[config.mk]
export PLATFORM = sky130hd
export DESIGN_NAME = complex_addsub_pipe
export DESIGN_NICKNAME = d
export VERILOG_FILES = /design/src/rtl/complex_addsub_pipe.sv
export SDC_FILE = /design/constraint.sdc
export NUM_CORES = 1
export LEC_CHECK = 0
export BUFFER_PORTS_ARGS = -buffer_cell sky130_fd_sc_hd__buf_2
export CAP_MARGIN = 20
export CORE_MARGIN = 2
export CORE_UTILIZATION = 54
export CTS_CLUSTER_SIZE = 8
export DETAILED_ROUTE_END_ITERATION = 8
export HOLD_SLACK_MARGIN = 0.05
export MAX_ROUTING_LAYER = met4
export PLACE_DENSITY = 0.86
export SYNTH_ARGS = -nofsm -noshare
export SYNTH_HDL_FRONTEND = slang
export SYNTH_SLANG_ARGS = --single-unit
export TNS_END_PERCENT = 5
[constraint.sdc]
create_clock -name clk_i -period 9.9 [get_ports clk_i]
set_clock_uncertainty 0.15 [all_clocks]
set_input_delay 0.99 -clock clk_i [delete_from_list [all_inputs] [get_ports clk_i]]
set_output_delay 0.99 -clock clk_i [all_outputs]
set_load 0.01 [all_outputs]
[src/rtl/complex_addsub_pipe.sv]
// rtl/complex_addsub_pipe.sv - pipelined multi-lane fixed-point complex add/subtract
// Arithmetic is combinational ahead of stage 0; later stages only delay result, ovf and tag.
module complex_addsub_pipe #(
  parameter int NUM_LANES  = 2,
  parameter int WIDTH      = 16,
  parameter int PIPE_DEPTH = 3,
  parameter int SATURATE   = 1,
  parameter int TAG_WIDTH  = 4
) (
  input  logic                                     clk_i,
  input  logic                                     rst_ni,
  input  logic                                     in_valid_i,
  output logic                                     in_ready_o,
  input  logic                                     flush_i,
  input  logic [NUM_LANES-1:0][3:0][WIDTH-1:0]     operands_i,
  input  logic [1:0]                               op_i,
  input  logic [TAG_WIDTH-1:0]                     tag_i,
  output logic [NUM_LANES-1:0][1:0][WIDTH-1:0]     result_o,
  output logic [2*NUM_LANES-1:0]                   ovf_o,
  output logic [TAG_WIDTH-1:0]                     tag_o,
  output logic                                     out_valid_o,
  input  logic                                     out_ready_i,
  output logic                                     busy_o
);
  localparam int LAST = PIPE_DEPTH - 1;
  typedef logic [NUM_LANES-1:0][1:0][WIDTH-1:0] res_t;

  res_t                   res_d;
  logic [2*NUM_LANES-1:0] ovf_d;
  logic [WIDTH:0]         sum_re, sum_im;
  logic [PIPE_DEPTH-1:0]  ready;
  logic                   busy_any;

  logic                   valid_q [PIPE_DEPTH];
  res_t                   res_q   [PIPE_DEPTH];
  logic [2*NUM_LANES-1:0] ovf_q   [PIPE_DEPTH];
  logic [TAG_WIDTH-1:0]   tag_q   [PIPE_DEPTH];

  function automatic logic [WIDTH:0] addsub(input logic [WIDTH-1:0] a,
                                            input logic [WIDTH-1:0] b,
                                            input logic             sub);
    logic [WIDTH:0] ae, be;
    ae = {a[WIDTH-1], a};
    be = {b[WIDTH-1], b};
    return sub ? (ae - be) : (ae + be);
  endfunction

  function automatic logic [WIDTH-1:0] clamp(input logic [WIDTH:0] s);
    logic [WIDTH-1:0] v;
    v = s[WIDTH-1:0];
    if (SATURATE != 0 && (s[WIDTH] != s[WIDTH-1]))
      v = s[WIDTH] ? {1'b1, {(WIDTH-1){1'b0}}} : {1'b0, {(WIDTH-1){1'b1}}};
    return v;
  endfunction

  // op_i[1] rotates b by +/-j: b's components swap and re/im subtract senses follow the op bits
  always_comb begin
    res_d  = '0;
    ovf_d  = '0;
    sum_re = '0;
    sum_im = '0;
    for (int l = 0; l < NUM_LANES; l++) begin
      sum_re = addsub(operands_i[l][0], op_i[1] ? operands_i[l][3] : operands_i[l][2],
                      op_i[0] ^ op_i[1]);
      sum_im = addsub(operands_i[l][1], op_i[1] ? operands_i[l][2] : operands_i[l][3],
                      op_i[0]);
      res_d[l][0]    = clamp(sum_re);
      res_d[l][1]    = clamp(sum_im);
      ovf_d[2*l]     = sum_re[WIDTH] ^ sum_re[WIDTH-1];
      ovf_d[2*l + 1] = sum_im[WIDTH] ^ sum_im[WIDTH-1];
    end
  end

  // A stage is ready if it or any stage downstream has a hole, or the sink accepts.
  always_comb begin
    logic acc;
    acc   = out_ready_i;
    ready = '0;
    for (int s = LAST; s >= 0; s--) begin
      acc      = acc | !valid_q[s];
      ready[s] = acc;
    end
  end

  always_comb begin
    busy_any = 1'b0;
    for (int s = 0; s < PIPE_DEPTH; s++) busy_any = busy_any | valid_q[s];
  end

  for (genvar s = 0; s < PIPE_DEPTH; s++) begin : g_stage
    logic                   src_valid;
    res_t                   src_res;
    logic [2*NUM_LANES-1:0] src_ovf;
    logic [TAG_WIDTH-1:0]   src_tag;

    if (s == 0) begin : g_first
      assign src_valid = in_valid_i;
      assign src_res   = res_d;
      assign src_ovf   = ovf_d;
      assign src_tag   = tag_i;
    end else begin : g_next
      assign src_valid = valid_q[s-1];
      assign src_res   = res_q[s-1];
      assign src_ovf   = ovf_q[s-1];
      assign src_tag   = tag_q[s-1];
    end

    always_ff @(posedge clk_i) begin
      if (!rst_ni) begin
        valid_q[s] <= 1'b0;
        res_q[s]   <= '0;
        ovf_q[s]   <= '0;
        tag_q[s]   <= '0;
      end else begin
        if (flush_i)       valid_q[s] <= 1'b0;
        else if (ready[s]) valid_q[s] <= src_valid;
        if (ready[s]) begin
          res_q[s] <= src_res;
          ovf_q[s] <= src_ovf;
          tag_q[s] <= src_tag;
        end
      end
    end
  end

  assign in_ready_o  = ready[0] & !flush_i & rst_ni;
  assign out_valid_o = rst_ni & valid_q[LAST];
  assign busy_o      = rst_ni & busy_any;
  assign result_o    = rst_ni ? res_q[LAST] : '0;
  assign ovf_o       = rst_ni ? ovf_q[LAST] : '0;
  assign tag_o       = rst_ni ? tag_q[LAST] : '0;

endmodule

==> results.sh <==
export IMPL_cp_data_arrival_time_ns=6.44
export IMPL_hold_path_end="res_q[2][19]"
export IMPL_yosysMostFrequentCell="nand2_1"
export IMPL_first_pass_iters=5
export IMPL_synthCells=1610
export IMPL_start_util=0.545
export IMPL_avgSynthCellArea_sq_um=9.04
export IMPL_drive_gt1_frac=0.177
export IMPL_setup_ws_ns=3.58
export IMPL_r2r_end="res_q[0][50]"
export IMPL_holdCritPathClass="flop to flop"
export IMPL_powerDensity_nw_per_um2=187
export IMPL_p_sw_frac=0.294
export IMPL_grt_pass1_vias=11400
export IMPL_syn_to_final_growth_pct=14.9
export IMPL_overflow=0
export IMPL_synth_top_cell_area_share=0.301
export IMPL_synth_edf_count=146
export IMPL_ys_top_cells_by_area="edfxtp_1, dfxtp_1, and2_1"
export IMPL_pre_cts_slack_ns=3.11
export IMPL_yosysSeqAreaShare=0.402
export IMPL_synth_ff_type="edfxtp_1"
export IMPL_async_flop_share=0
export IMPL_nNetsFinal=1988
export IMPL_post_cts_resized=0
export IMPL_ant_nets=0
export IMPL_synthTopCellsByCount="nand2_1, and2_1, a21oi_1"
export IMPL_cap_violations=0
export IMPL_postCtsSetupBuffers=0
export IMPL_slew_headroom=0.351
export IMPL_timing_rr_start="valid_q[2]"
export IMPL_ios=214
export IMPL_core_sq_um=26700
export IMPL_dp_hpwl_microns=26900
export IMPL_ys_types=74
export IMPL_multiInputGateArea_sq_um=8290
export IMPL_hold_violations=0
export IMPL_hold_start="res_q[2][19]"
export IMPL_setup_viol=0
export IMPL_ys_warn_count=0
export IMPL_ys_seq_elements=219
export IMPL_outcome="finished clean"
export IMPL_routedWlPerCell_microns=17.1
export IMPL_holdPathStages=2
export IMPL_tightest_slew_ns=0.973
export IMPL_drcViolationCount=0
export IMPL_required_ns=10.02
export IMPL_cts_max_level=1
export IMPL_irDropWorstVdd_uv=132
export IMPL_critPathKind="input pin to flop"
export IMPL_synth_area_sq_um=14600
export IMPL_period_needed_ns=6.32
export IMPL_combPwrFrac=0.287
export IMPL_path_clk_slew_ns=0.05
export IMPL_intPower_w=0.00221
export IMPL_clk_latency_ns=0.51
export IMPL_vias=12400
export IMPL_power_share_clock=0.297
export IMPL_cts_made_buffers=31
export IMPL_rr_worst_depth=6
export IMPL_die_area_sq_um=28300
export IMPL_top_layer_used="met4"
export IMPL_rsz0062_at_grt="false"
export IMPL_startpoint_type="input pin"
export IMPL_r2r_slack_ns=7.03
export IMPL_die_y_microns=168
export IMPL_wl_met3_microns=2490
export IMPL_cts_sinks=219
export IMPL_slew_violations=0
export IMPL_grt_use_total=0.259
export IMPL_period_share=0.638
export IMPL_antenna_found_initial=2
export IMPL_ctsLongestPathBuffers=3
export IMPL_cts_root_buffer="clkbuf_16"
export IMPL_wl_met2_microns=16200
export IMPL_rows=60
export IMPL_fillCellCount=2274
export IMPL_max_freq_ghz=0.158
export IMPL_place_port_buffers=213
export IMPL_gp_congestion=0.979
export IMPL_die_w_microns=168
export IMPL_cts_tree="yes"
export IMPL_cp_end_kind="flop"
export IMPL_p_seq_frac=0.415
export IMPL_critical_path_max_fanout=94
export IMPL_wl_microns=36600
export IMPL_synth_fp_nets=1821
export IMPL_vias_per_cell=5.79
export IMPL_wl_met1_microns=16900
export IMPL_switching_power_w=0.000918
export IMPL_regArea_sq_um=5850
export IMPL_cts_hold_buffers=0
export IMPL_grt_pass1_wl_microns=58500
export IMPL_synth_area_leader_cell="edfxtp_1"
export IMPL_setup_tns_ns=0
export IMPL_p_leak_nw=7.17
export IMPL_drt_iter0_markers=1094
export IMPL_grt_max_degree=95
## cell type report
| cell class | instances | share of cell area |
|---|---|---|
| tap | 341 | 0.0255 |
| antenna | 2 | 0.000299 |
| inverter | 27 | 0.00606 |
| timing repair buffer | 224 | 0.0703 |
| sequential | 219 | 0.350 |
| clock buffer | 56 | 0.0520 |
| clock inverter | 1 | 0.000374 |
| multi-input combinational | 1274 | 0.496 |
## per-layer routing
layer | up-vias | global-route usage
li1 | 6134 | -
met1 | 5754 | 0.377
met2 | 465 | 0.388
met3 | 59 | 0.0249
met4 | 0 | 0.0776
met5 | - | -
## layout by cell type (no fill, tap or decap), types with 6 or more instances in the layout
master,instances
o221ai_1,8
nor3_1,41
dfxtp_1,73
a31oi_1,9
xor2_1,60
buf_2,212
inv_1,26
o21ai_0,50
clkbuf_16,31
or2_2,12
nor4_1,14
mux2i_1,48
and2_1,156
nor2_1,101
edfxtp_1,146
o21ai_1,12
nor2b_1,10
a31o_2,26
o22ai_1,14
a21oi_1,149
ha_1,68
xnor2_1,48
a31o_1,13
nand3_1,11
a211oi_1,10
o31ai_1,19
buf_4,10
nand2b_1,15
mux2_2,8
nand2_1,218
nor3b_1,13
a2111oi_0,6
clkbuf_1,25
o21a_1,22
a21o_1,27
## critical path: stages
cell	delay (ns)
buf_6	0.43
buf_4	0.82
mux2i_1	0.33
ha_1	0.31
nand2b_1	0.09
or4_4	0.44
a21oi_1	0.20
nor2_1	0.09
xnor2_1	0.18
nor2_1	0.06
a21oi_1	0.18
ha_1	0.30
nor2b_1	0.15
o21ai_0	0.22
o311ai_1	0.19
a211oi_1	0.27
xor2_1	0.39
nand2_1	0.42
a41o_1	0.35
## power groups by stage
stage / clock [W] / sequential (W) / combinational (W)
after floorplan: 0 / 0.00128 / 0.000666
after global placement: 0 / 0.00131 / 0.000854
after detailed placement: 0 / 0.00131 / 0.000881
after CTS: 0.000940 / 0.00130 / 0.000888
after global routing: 0.000982 / 0.00132 / 0.000995
final: 0.000929 / 0.00130 / 0.000898
## state kept, by name, indices dropped and copies added, names as in the netlist
name and cells:
valid_q 3, tag_q 12, ovf_q 12, res_q 192
## logic make-up after synthesis
kind of cell / count (synthesis) / synth area share
compound gates: 415 / 0.185
xor+xnor: 108 / 0.0650
fa+ha+maj: 72 / 0.0640
buf+inv: 117 / 0.0320
flops: 219 / 0.402
mux: 56 / 0.0392
simple gates: 623 / 0.214
## worst max-delay path by stage
stage,end,slack [ns],startpoint,cells after the start
final,res_q[0][40],3.58,op_i[1],19
after global routing,res_q[0][40],3.14,op_i[1],20
after CTS,res_q[0][40],3.62,op_i[1],19
after detailed placement,res_q[0][40],3.11,op_i[1],19
after global placement,res_q[0][40],3.33,op_i[1],20
after floorplan,res_q[0][37],3.46,op_i[1],24
## through the flow
step	cell area, sq um	cells	util	hold slack [ns]	power [W]
floorplan	14600	1610	-	0.277	0.00195
global placement	15800	2084	0.592	0.285	0.00216
detailed placement	15800	2084	0.592	0.290	0.00219
CTS	16700	2141	0.625	0.297	0.00313
global route	16700	2144	0.626	0.311	0.00330
finish	16700	2144	0.626	0.295	0.00312
(Power assumes the default switching activity.)
